### src/rtl/ps2_pkg.sv
// Shared register map, bit positions and FSM state types for the PS/2 receiver block.
package ps2_pkg;

    localparam logic [1:0] REG_DATA   = 2'd0;
    localparam logic [1:0] REG_STATUS = 2'd1;
    localparam logic [1:0] REG_CTRL   = 2'd2;
    localparam logic [1:0] REG_LEVEL  = 2'd3;

    localparam int ST_OVR  = 7;
    localparam int ST_FERR = 6;
    localparam int ST_PERR = 5;
    localparam int ST_FULL = 4;
    localparam int ST_NE   = 3;

    localparam int CTRL_FLUSH  = 0;
    localparam int CTRL_IRQ_EN = 1;

    typedef enum logic [1:0] {RX_IDLE, RX_DATA, RX_PARITY, RX_STOP} rx_state_t;
    typedef enum logic [1:0] {B_IDLE, B_WAIT, B_ACK} bus_state_t;

endpackage

### src/rtl/ps2_sync_fifo.sv
// Synchronous FIFO with flush; a push into a full FIFO succeeds when a pop happens in the same cycle.
module ps2_sync_fifo #(
    parameter int DEPTH = 8,
    parameter int WIDTH = 8
) (
    input  logic                     clk,
    input  logic                     rst_n,
    input  logic                     push,
    input  logic [WIDTH-1:0]         din,
    input  logic                     pop,
    input  logic                     flush,
    output logic [WIDTH-1:0]         dout,
    output logic                     full,
    output logic                     empty,
    output logic [$clog2(DEPTH):0]   level
);
    localparam int AW = $clog2(DEPTH);

    logic [WIDTH-1:0] mem [DEPTH];
    logic [AW-1:0]    wr_ptr, rd_ptr;
    logic [AW:0]      cnt;
    logic             do_push, do_pop;

    assign full    = (cnt == (AW+1)'(DEPTH));
    assign empty   = (cnt == '0);
    assign level   = cnt;
    assign dout    = mem[rd_ptr];
    assign do_pop  = pop & ~empty;
    assign do_push = push & (~full | do_pop);

    always_ff @(posedge clk or negedge rst_n) begin
        if (!rst_n) begin
            wr_ptr <= '0;
            rd_ptr <= '0;
            cnt    <= '0;
        end else if (flush) begin
            wr_ptr <= '0;
            rd_ptr <= '0;
            cnt    <= '0;
        end else begin
            if (do_push) wr_ptr <= wr_ptr + AW'(1);
            if (do_pop)  rd_ptr <= rd_ptr + AW'(1);
            unique case ({do_push, do_pop})
                2'b10:   cnt <= cnt + (AW+1)'(1);
                2'b01:   cnt <= cnt - (AW+1)'(1);
                default: cnt <= cnt;
            endcase
        end
    end

    // Storage needs no reset: occupancy is tracked by cnt alone.
    always_ff @(posedge clk) begin
        if (do_push && !flush) mem[wr_ptr] <= din;
    end

endmodule

### src/rtl/ps2_rx_fifo_68k.sv
// PS/2 keyboard receiver with odd-parity/frame checking, frame timeout, receive FIFO
// and a four-register 68000-style bus slave with interrupt.
module ps2_rx_fifo_68k
    import ps2_pkg::*;
#(
    parameter int FIFO_DEPTH     = 8,
    parameter int SYNC_STAGES    = 2,
    parameter int TIMEOUT_CYCLES = 5000,
    parameter int DTACK_DELAY    = 1
) (
    input  logic       clk,
    input  logic       rst_n,
    input  logic       ps2_clk,
    input  logic       ps2_data,
    input  logic       cs,
    input  logic       ds,
    input  logic       rw,
    input  logic [1:0] addr,
    input  logic [7:0] bus_din,
    output logic [7:0] bus_dout,
    output logic       bus_oe,
    output logic       dtack_n,
    output logic       irq
);
    localparam int LW    = $clog2(FIFO_DEPTH) + 1;
    localparam int TMR_W = $clog2(TIMEOUT_CYCLES + 1);
    localparam int DLY_W = $clog2(DTACK_DELAY + 1);

    // Synchronisers idle high, matching an idle PS/2 line.
    logic [SYNC_STAGES-1:0] clk_sync, dat_sync;
    logic                   clk_prev, bit_ev, bit_dat;

    always_ff @(posedge clk or negedge rst_n) begin
        if (!rst_n) begin
            clk_sync <= '1;
            dat_sync <= '1;
            clk_prev <= 1'b1;
        end else begin
            clk_sync <= {clk_sync[SYNC_STAGES-2:0], ps2_clk};
            dat_sync <= {dat_sync[SYNC_STAGES-2:0], ps2_data};
            clk_prev <= clk_sync[SYNC_STAGES-1];
        end
    end

    assign bit_ev  = clk_prev & ~clk_sync[SYNC_STAGES-1];
    assign bit_dat = dat_sync[SYNC_STAGES-1];

    rx_state_t        rx_state, rx_next;
    logic [7:0]       rx_shift, shift_n;
    logic [2:0]       rx_cnt, cnt_n;
    logic             rx_par_ok, par_ok_n;
    logic [TMR_W-1:0] rx_tmr, tmr_n;
    logic             rx_good, rx_perr, rx_ferr;
    logic             push_q;
    logic [7:0]       push_byte;

    always_ff @(posedge clk or negedge rst_n) begin
        if (!rst_n) begin
            rx_state  <= RX_IDLE;
            rx_shift  <= '0;
            rx_cnt    <= '0;
            rx_par_ok <= 1'b0;
            rx_tmr    <= '0;
            push_q    <= 1'b0;
            push_byte <= '0;
        end else begin
            rx_state  <= rx_next;
            rx_shift  <= shift_n;
            rx_cnt    <= cnt_n;
            rx_par_ok <= par_ok_n;
            rx_tmr    <= tmr_n;
            push_q    <= rx_good;
            push_byte <= rx_shift;
        end
    end

    always_comb begin
        rx_next  = rx_state;
        shift_n  = rx_shift;
        cnt_n    = rx_cnt;
        par_ok_n = rx_par_ok;
        tmr_n    = '0;
        rx_good  = 1'b0;
        rx_perr  = 1'b0;
        rx_ferr  = 1'b0;
        if (rx_state != RX_IDLE) tmr_n = bit_ev ? '0 : rx_tmr + TMR_W'(1);
        unique case (rx_state)
            RX_IDLE: if (bit_ev && !bit_dat) begin
                rx_next = RX_DATA;
                cnt_n   = '0;
            end
            RX_DATA: if (bit_ev) begin
                shift_n = {bit_dat, rx_shift[7:1]};
                cnt_n   = rx_cnt + 3'd1;
                if (rx_cnt == 3'd7) rx_next = RX_PARITY;
            end
            RX_PARITY: if (bit_ev) begin
                par_ok_n = ^{rx_shift, bit_dat};
                rx_next  = RX_STOP;
            end
            RX_STOP: if (bit_ev) begin
                rx_next = RX_IDLE;
                if (!rx_par_ok)    rx_perr = 1'b1;
                else if (!bit_dat) rx_ferr = 1'b1;
                else               rx_good = 1'b1;
            end
            default: rx_next = RX_IDLE;
        endcase
        // A stalled frame is abandoned after TIMEOUT_CYCLES quiet cycles.
        if (rx_state != RX_IDLE && !bit_ev && rx_tmr == TMR_W'(TIMEOUT_CYCLES - 1)) begin
            rx_next = RX_IDLE;
            rx_ferr = 1'b1;
            tmr_n   = '0;
        end
    end

    logic          fifo_pop, fifo_flush, fifo_full, fifo_empty;
    logic [7:0]    fifo_dout;
    logic [LW-1:0] fifo_level;

    ps2_sync_fifo #(.DEPTH(FIFO_DEPTH), .WIDTH(8)) u_fifo (
        .clk   (clk),
        .rst_n (rst_n),
        .push  (push_q),
        .din   (push_byte),
        .pop   (fifo_pop),
        .flush (fifo_flush),
        .dout  (fifo_dout),
        .full  (fifo_full),
        .empty (fifo_empty),
        .level (fifo_level)
    );

    bus_state_t       b_state, b_next;
    logic [DLY_W-1:0] b_dly, dly_n;
    logic             ack_go, sel;

    assign sel = cs & ds;

    always_ff @(posedge clk or negedge rst_n) begin
        if (!rst_n) begin
            b_state <= B_IDLE;
            b_dly   <= '0;
        end else begin
            b_state <= b_next;
            b_dly   <= dly_n;
        end
    end

    always_comb begin
        b_next = b_state;
        dly_n  = b_dly;
        ack_go = 1'b0;
        unique case (b_state)
            B_IDLE: if (sel) begin
                b_next = B_WAIT;
                dly_n  = '0;
            end
            B_WAIT: begin
                if (!sel) b_next = B_IDLE;
                else if (b_dly == DLY_W'(DTACK_DELAY - 1)) begin
                    b_next = B_ACK;
                    ack_go = 1'b1;
                end else dly_n = b_dly + DLY_W'(1);
            end
            B_ACK: if (!sel) b_next = B_IDLE;
            default: b_next = B_IDLE;
        endcase
    end

    logic       ovr, ferr, perr, irq_en;
    logic       rd_go, wr_go;
    logic [2:0] clr;
    logic [7:0] rd_data;
    logic       din_unused;

    assign din_unused = ^bus_din[4:2];
    assign rd_go      = ack_go & rw;
    assign wr_go      = ack_go & ~rw;
    assign fifo_pop   = rd_go & (addr == REG_DATA) & ~fifo_empty;
    assign fifo_flush = wr_go & (addr == REG_CTRL) & bus_din[CTRL_FLUSH];
    assign clr        = (wr_go && addr == REG_STATUS) ? bus_din[ST_OVR:ST_PERR] : 3'b0;

    always_comb begin
        rd_data = '0;
        unique case (addr)
            REG_DATA:   rd_data = fifo_empty ? 8'h00 : fifo_dout;
            REG_STATUS: rd_data = {ovr, ferr, perr, fifo_full, ~fifo_empty, 3'b000};
            REG_CTRL:   rd_data = {6'b0, irq_en, 1'b0};
            REG_LEVEL:  rd_data = {{(8-LW){1'b0}}, fifo_level};
            default:    rd_data = '0;
        endcase
    end

    always_ff @(posedge clk or negedge rst_n) begin
        if (!rst_n) begin
            ovr      <= 1'b0;
            ferr     <= 1'b0;
            perr     <= 1'b0;
            irq_en   <= 1'b0;
            irq      <= 1'b0;
            bus_dout <= '0;
            dtack_n  <= 1'b1;
            bus_oe   <= 1'b0;
        end else begin
            // Set beats a simultaneous write-one-to-clear.
            ovr  <= (push_q & fifo_full & ~fifo_pop & ~fifo_flush) | (ovr & ~clr[2]);
            ferr <= rx_ferr | (ferr & ~clr[1]);
            perr <= rx_perr | (perr & ~clr[0]);
            if (wr_go && addr == REG_CTRL) irq_en <= bus_din[CTRL_IRQ_EN];
            irq     <= irq_en & (~fifo_empty | ovr | ferr | perr);
            if (rd_go) bus_dout <= rd_data;
            dtack_n <= (b_next != B_ACK);
            bus_oe  <= (b_next == B_ACK) & rw;
        end
    end

endmodule

### config.mk
export PLATFORM = sky130hd
export DESIGN_NAME = ps2_rx_fifo_68k
export DESIGN_NICKNAME = d
export VERILOG_FILES = /design/src/rtl/ps2_pkg.sv /design/src/rtl/ps2_sync_fifo.sv /design/src/rtl/ps2_rx_fifo_68k.sv
export SDC_FILE = /design/constraint.sdc
export NUM_CORES = 1
export LEC_CHECK = 0
export CAP_MARGIN = 40
export CORE_UTILIZATION = 45
export CTS_CLUSTER_SIZE = 12
export DETAILED_ROUTE_END_ITERATION = 6
export GPL_ROUTABILITY_DRIVEN = 0
export PLACE_DENSITY = 0.69
export SLEW_MARGIN = 20
export SYNTH_ARGS = -nofsm -noshare
export SYNTH_HDL_FRONTEND = slang
export SYNTH_HIERARCHICAL = 1
export SYNTH_SLANG_ARGS = --single-unit
### constraint.sdc
create_clock -name clk -period 3.32 [get_ports clk]
set_input_delay 0.664 -clock clk [delete_from_list [all_inputs] [get_ports clk]]
set_output_delay 0.664 -clock clk [all_outputs]
set_load 0.02 [all_outputs]
==> metrics.csv, run 1 <==
stage;metric;value;unit
floorplan;die-width;114;µm
setup_path;cp_num_buf_inv;0;
setup_path;critical_path.max_stage_delay;0.52;ns
setup_path;critPathLaunchType;register;
clocking;worstSkewPairLatency;0.41;ns
power_and_ir_drop;power_leakage;2.59;nW
placed_design;preCtsSetupSlack;-0.0340;ns
setup_path;critical_path_class;reg2reg;
clocking;cts_inserted_buffers;17;
timing;slew_violations;0;
routing;route.detailed.vias_per_inst;5.32;
routing;finalWirelength;10.6;mm
finish;fin_nets;472;
finish;antenna_cells_inserted;0;
job;drv_cap;0;
clocking;cts_sinks;132;
status;run_status;complete, no violations;
floorplan;start_util;46.8;%
global_route;grt.total_usage;17.7;%
timing;achievable_clock_frequency;335;MHz
synth;synth.most_common_cell;sky130_fd_sc_hd__edfxtp_1;
routing;drcViolationCount;0;
timing;rsz0062_at_grt;false;
synth;syn-instance-count;393;
power_and_ir_drop;max-vdd-ir-drop;351;µV
synth;cell_taking_the_most_area_after_synthesis;sky130_fd_sc_hd__edfxtp_1;
timing;timing_hold_violations_final;0;
synth;synth.net_count;422;
routing;drtIter0Drc;294;
floorplan;die_y_extent;114;µm
routing;residual_antenna_violating_net_count_after_detailed_routing;0;
synth;synth.top_cell.area_share;33.8;%
synth;synth_ff_type;sky130_fd_sc_hd__edfxtp_1;
clocking;clkSlewWorstSetupHoldPaths;0.05;ns
routing;vias;3321;
setup_path;worst_r2r_path_depth;11;
finish;final_design_area_no_fill;6720;µm²
timing;timing_worst_slew_pin_value;0.810;ns
setup_path;crit_path_top_delay_cell;sky130_fd_sc_hd__or4_1;
synth;synth.yosys.warnings;6;
timing;final.hold.worst_slack;0.241;ns
synth;netlist-cell-type-count;58;
floorplan;row_count;40;
finish;drive_gt1_share;17.5;%
routing;wl_per_cell;16.9;µm
timing;fin_tns_setup;0;ns
worst_hold_path;hold_path_class;in2async;
power_and_ir_drop;power_per_cell_area;629;nW/µm²
routing;firstDrtPassIters;4;
setup_path;timing.rr.end;u_fifo/level[3]$_DFFE_PN0P_;
synth;mappedNetlistArea;5690;µm²
setup_path;worst_r2r_startpoint;u_fifo/level[0]$_DFFE_PN0P_;
setup_path;crit_arrival;3.28;ns
placed_design;placed_area;6210;µm²
placed_design;dp_cells;592;
synth;synth-async-reset-ratio;51.5;%
global_route;grt_pass1_vias;3409;
finish;syn2layout_area_growth;18.1;%
timing;timing.final.setup_violations;0;
timing;skew;0.00518;ns
synth;ys_top_cells_by_area;sky130_fd_sc_hd__edfxtp_1, sky130_fd_sc_hd__dfrtp_1, sky130_fd_sc_hd__mux4_1;
finish;final_core_util;55.2;%
clocking;clockRootBuffer;sky130_fd_sc_hd__clkbuf_16;
setup_path;cpMostUsedCell;sky130_fd_sc_hd__nor2_1;
synth;ys_seq_area_share;63.9;%
power_and_ir_drop;post_layout_power;4.22;mW
clocking;cts_post_setup_buffers_inserted;0;
clocking;post_cts_resize_count;0;
setup_path;critical_path.endpoint_type;register;
timing;worst_slew_margin_rel;45.8;%
timing;worst_slack;0.331;ns
clocking;tritoncts;done;
global_route;grt_antenna_before_repair;0;
setup_path;worst_path_dominant_cell_family;simple AND/OR/NAND/NOR gates;
floorplan;die_area;13100;µm²
setup_path;crit_path_max_fanout;7;
setup_path;crit_required;3.62;ns
global_route;global_route.overflow_total;0;
finish;finalNonFillerCells;624;
synth;ys_top_cells_by_count;sky130_fd_sc_hd__edfxtp_1, sky130_fd_sc_hd__dfrtp_1, sky130_fd_sc_hd__nor2_1;
global_route;pin_count_of_the_biggest_net_entering_global_routing;47;
placed_design;port_buffers;24;
timing;final.min_clock_period;2.99;ns
clocking;buffer_depth_of_the_longest_clock_path;2;
global_route;grt_first_pass_wirelength;16.9;mm
timing;fin_crit_sh;90.0;%
setup_path;cp_cell_sequence;or3_1, nor2_1, nor3_1, nor2b_1, o21ai_2, nor2_1, ha_1, a211oi_1, or4_1, a31oi_1, a21oi_1;
setup_path;reg_to_reg_slack_setup;0.33;ns
synth;syn_avg_cell_area;14.5;µm²
floorplan;pin_count;28;
clocking;cts_hold_buf;0;
clocking;htree_levels;4;
synth;number_of_flops_mapped_to_enable_cells_by_yosys;64;
placed_design;place_hpwl;7.30;mm
floorplan;core_region_area;12200;µm²
synth;postSynthRegisterBits;132;
[per-layer routing]
metal  vias to the layer above  share of wire (%)  track usage [%]
met5                         -                  0                0
met4                         0               0.90             6.93
met3                        10                4.4             5.72
met2                        76                 52             29.4
met1                      1673                 43             21.6
li1                       1562                  -                -
[worst register-to-register path, cell delays in order (launching register included)]
cell                       delay, ns
sky130_fd_sc_hd__dfrtp_1        0.47
sky130_fd_sc_hd__or3_1          0.43
sky130_fd_sc_hd__nor2_1         0.26
sky130_fd_sc_hd__nor3_1         0.10
sky130_fd_sc_hd__nor2b_1        0.19
sky130_fd_sc_hd__o21ai_2        0.11
sky130_fd_sc_hd__nor2_1         0.13
sky130_fd_sc_hd__ha_1           0.31
sky130_fd_sc_hd__a211oi_1       0.11
sky130_fd_sc_hd__or4_1          0.52
sky130_fd_sc_hd__a31oi_1        0.18
sky130_fd_sc_hd__a21oi_1        0.08
[worst max path at each step]
| stage | end | cells past startpoint | slack (ns) | start |
|---|---|---|---|---|
| floorplan | u_fifo/mem[2][0]$_DFFE_PP_ | 6 | 0.007 | addr[1] |
| CTS | u_fifo/level[3]$_DFFE_PN0P_ | 11 | 0.33 | u_fifo/level[0]$_DFFE_PN0P_ |
| global placement | u_fifo/mem[0][3]$_DFFE_PP_ | 8 | -0.06 | cs |
| global route | u_fifo/level[3]$_DFFE_PN0P_ | 11 | 0.13 | u_fifo/level[0]$_DFFE_PN0P_ |
| detailed placement | u_fifo/level[3]$_DFFE_PN0P_ | 12 | -0.03 | cs |
| finish | u_fifo/level[3]$_DFFE_PN0P_ | 11 | 0.33 | u_fifo/level[0]$_DFFE_PN0P_ |
[cell usage in the layout, fill, tap and decap left out, drive strengths merged, types with 2 or more instances in the layout]
master and count:
mux4 16, o211ai 5, and2 2, o21ai 21, nand4 2, nand2 30
edfxtp 64, nor4 3, a22oi 4, mux2 17, clkinv 6, or4b 3
ha 11, a32o 2, inv 10, nor2 39, a31oi 2, a211oi 3
nor3 10, clkdlybuf4s50 23, dfrtp 62, a21oi 3, buf 22, xnor2 16
nand3 9, nand2b 2, mux2i 2, xor2 11, nor2b 4, dfstp 6
clkbuf 26, a32oi 3
[layout make-up]
type,instances,area (µm²)
fill,973,5450
clock buffer,26,479
timing repair buffer,45,405
inverter,10,37.5
sequential,132,3630
clock inverter,6,30.0
multi-input combinational,237,1920
tap,168,210
[sequential cells by signal, summed over array words and instances, names as in the netlist, 2 cells and up]
| signal | count |
|---|---|
| push_byte | 8 |
| u_fifo/level | 4 |
| u_fifo/wr_ptr | 3 |
| dat_sync | 2 |
| rx_cnt | 3 |
| bus_dout | 8 |
| rx_state | 2 |
| u_fifo/mem | 64 |
| b_state | 2 |
| u_fifo/rd_ptr | 3 |
| rx_shift | 8 |
| rx_tmr | 13 |
| clk_sync | 2 |
[kinds of logic after synthesis]
kind of cell	Yosys count	synth area share, %
buffers and inverters	24	2.44
AO/OA/AOI/OAI	50	6.20
adder cells (fa/ha/maj)	12	2.77
multiplexers	35	11.0
AND/OR/NAND/NOR	113	9.53
flip-flops	132	63.9
XOR/XNOR	27	4.16
[where the power goes]
group	total, mW	switching (mW)	internal, mW
clock	1.61	0.623	0.984
sequential	2.12	0.177	1.94
combinational	0.498	0.253	0.245
(Power assumes the default switching activity.)
==> inputs of run 2 (changes only) <==
- CTS_BUF_LIST: default -> sky130_fd_sc_hd__clkbuf_8
- GPL_ROUTABILITY_DRIVEN: 0 -> 1
==> metrics.csv, run 2 (synthesis gave the netlist of run 1 again) <==
stage;metric;value;unit;change
finish;largest_reg_flops;64;;unchanged
placed_design;place_hpwl;7.30;mm;unchanged
setup_path;worst_r2r_path_depth;11;;unchanged
clocking;cts_inserted_buffers;17;;unchanged
setup_path;critPathLaunchType;register;;
routing;route.detailed.vias_per_inst;5.31;;-0.18%
routing;vias;3315;;-0.18%
finish;drive_gt1_share;17.5;%;unchanged
finish;syn2layout_area_growth;14.7;%;
clocking;clkSlewWorstSetupHoldPaths;0.07;ns;+0.02 ns
clocking;clockRootBuffer;sky130_fd_sc_hd__clkbuf_8;;
setup_path;capture_point_of_the_critical_path;u_fifo/level[3]$_DFFE_PN0P_;;
setup_path;timing.rr.end;u_fifo/level[3]$_DFFE_PN0P_;;
worst_hold_path;hold_path_class;in2async;;
clocking;cts_sinks;132;;unchanged
global_route;grt.total_usage;17.4;%;-0.29 points
timing;worst_slack;0.309;ns;-0.0228 ns
power_and_ir_drop;post_layout_power;3.70;mW;-12%
finish;final_design_area_no_fill;6530;µm²;-2.9%
setup_path;critical_path.endpoint_type;register;;
floorplan;core_region_area;12200;µm²;unchanged
finish;layout_common_cells;sky130_fd_sc_hd__edfxtp_1, sky130_fd_sc_hd__dfrtp_1, sky130_fd_sc_hd__nor2_1, sky130_fd_sc_hd__nand2_1, sky130_fd_sc_hd__clkdlybuf4s50_1;;
finish;top_register;u_fifo/mem;;
routing;wl_per_cell;16.8;µm;-0.91%
timing;achievable_clock_frequency;332;MHz;-0.76%
floorplan;die_area;13100;µm²;unchanged
global_route;global_route.overflow_total;0;;unchanged
timing;skew;0.00937;ns;+0.00419 ns
routing;drtIter0Drc;203;;-31%
setup_path;crit_arrival;3.33;ns;+0.05 ns
timing;slew_violations;0;;unchanged
status;run_status;complete, no violations;;
job;drv_cap;0;;unchanged
finish;antenna_cells_inserted;0;;unchanged
finish;largest_registers;u_fifo/mem: 64 flops, rx_tmr: 13 flops;;
setup_path;crit_required;3.64;ns;+0.02 ns
placed_design;port_buffers;24;;unchanged
routing;residual_antenna_violating_net_count_after_detailed_routing;0;;unchanged
timing;worst_slew_margin_rel;45.5;%;-0.33 points
power_and_ir_drop;max-vdd-ir-drop;410;µV;+17%
clocking;post_cts_resize_count;0;;unchanged
clocking;buffer_depth_of_the_longest_clock_path;2;;unchanged
floorplan;die_y_extent;114;µm;unchanged
timing;rsz0062_at_grt;false;;
clocking;cts_hold_buf;0;;unchanged
routing;firstDrtPassIters;4;;unchanged
finish;final_core_util;53.7;%;-1.6 points
finish;most_common_library_cell_in_the_layout_ignoring_fill_and_taps;sky130_fd_sc_hd__edfxtp_1;;
finish;fin_nets;472;;unchanged
power_and_ir_drop;power_per_cell_area;568;nW/µm²;-9.7%
timing;timing.final.setup_violations;0;;unchanged
global_route;grt_antenna_before_repair;0;;unchanged
global_route;grt_pass1_vias;3407;;-0.059%
setup_path;critical_path_class;reg2reg;;
placed_design;preCtsSetupSlack;-0.0340;ns;unchanged
timing;final.min_clock_period;3.01;ns;+0.0228 ns
power_and_ir_drop;power_leakage;2.54;nW;-2.2%
setup_path;crit_path_max_fanout;7;;unchanged
placed_design;gp_routability_congestion;0.833;;
timing;final.hold.worst_slack;0.213;ns;-0.0280 ns
clocking;tritoncts;done;;
routing;drcViolationCount;0;;unchanged
setup_path;cp-startpoint;u_fifo/level[0]$_DFFE_PN0P_;;
timing;fin_crit_sh;90.7;%;+0.69 points
clocking;cts_post_setup_buffers_inserted;0;;unchanged
floorplan;row_count;40;;unchanged
floorplan;die-width;114;µm;unchanged
setup_path;reg_to_reg_slack_setup;0.31;ns;-0.02 ns
global_route;pin_count_of_the_biggest_net_entering_global_routing;47;;unchanged
floorplan;pin_count;28;;unchanged
global_route;grt_first_pass_wirelength;16.6;mm;-1.7%
timing;timing_worst_slew_pin_value;0.815;ns;+0.00488 ns
setup_path;worst_r2r_startpoint;u_fifo/level[0]$_DFFE_PN0P_;;
clocking;worstSkewPairLatency;0.43;ns;+0.02 ns
routing;finalWirelength;10.5;mm;-0.91%
timing;timing_hold_violations_final;0;;unchanged
placed_design;placed_area;6210;µm²;unchanged
clocking;htree_levels;4;;unchanged
floorplan;start_util;46.8;%;unchanged
==> run 2: changes by cell type in the layout (fill, tap and decap cells not counted) <==
cell,before,now
sky130_fd_sc_hd__clkbuf_1,7,0
sky130_fd_sc_hd__clkbuf_16,17,0
sky130_fd_sc_hd__clkbuf_8,2,19
sky130_fd_sc_hd__inv_1,10,17
==> run 2: report_power, final <==
part,switching (mW),internal (mW)
Sequential,0.177,1.94
Combinational,0.251,0.245
Clock,0.567,0.527
Total,0.995,2.71
==> run 2: worst min-delay path by stage <==
stage | end | depth (start not counted) | slack (ns) | from
2_1_floorplan | clk_sync[1]$_DFF_PN1_ | 0 | 0.35 | clk_sync[0]$_DFF_PN1_
3_3_place_gp | clk_sync[1]$_DFF_PN1_ | 0 | 0.35 | clk_sync[0]$_DFF_PN1_
3_5_place_dp | dat_sync[1]$_DFF_PN1_ | 0 | 0.35 | dat_sync[0]$_DFF_PN1_
4_1_cts | bus_oe$_DFF_PN0_ | 1 | 0.21 | rst_n
5_1_grt | bus_oe$_DFF_PN0_ | 1 | 0.23 | rst_n
6_report | bus_dout[1]$_DFFE_PN0N_ | 1 | 0.21 | rst_n
==> run 2: layout make-up <==
cell class / count / area (µm²)
timing repair buffer: 45 / 405
clock buffer: 19 / 262
clock inverter: 13 / 56.3
tap: 168 / 210
inverter: 10 / 37.5
sequential: 132 / 3630
multi-input combinational: 237 / 1920
fill: 997 / 5640
==> run 2: routing by layer <==
layer	track usage (%)	wire length (µm)
met5	0	0
met1	21.4	4580
met2	28.0	5200
met4	8.57	272
met3	5.51	414
==> run 2: per-stage QoR <==
step	instances	setup TNS, ns
after CTS	624	0
after detailed placement	592	-0.0340
final	624	0
after floorplan	393	0
after global routing	624	0
after global placement	589	-0.456
==> run 2: critical path, stage by stage, from the launching register on <==
cell	delay [ns]
sky130_fd_sc_hd__dfrtp_1	0.47
sky130_fd_sc_hd__or3_1	0.43
sky130_fd_sc_hd__nor2_1	0.25
sky130_fd_sc_hd__nor3_1	0.09
sky130_fd_sc_hd__nor2b_1	0.19
sky130_fd_sc_hd__o21ai_2	0.11
sky130_fd_sc_hd__nor2_1	0.13
sky130_fd_sc_hd__ha_1	0.31
sky130_fd_sc_hd__a211oi_1	0.11
sky130_fd_sc_hd__or4_1	0.52
sky130_fd_sc_hd__a31oi_1	0.19
sky130_fd_sc_hd__a21oi_1	0.08
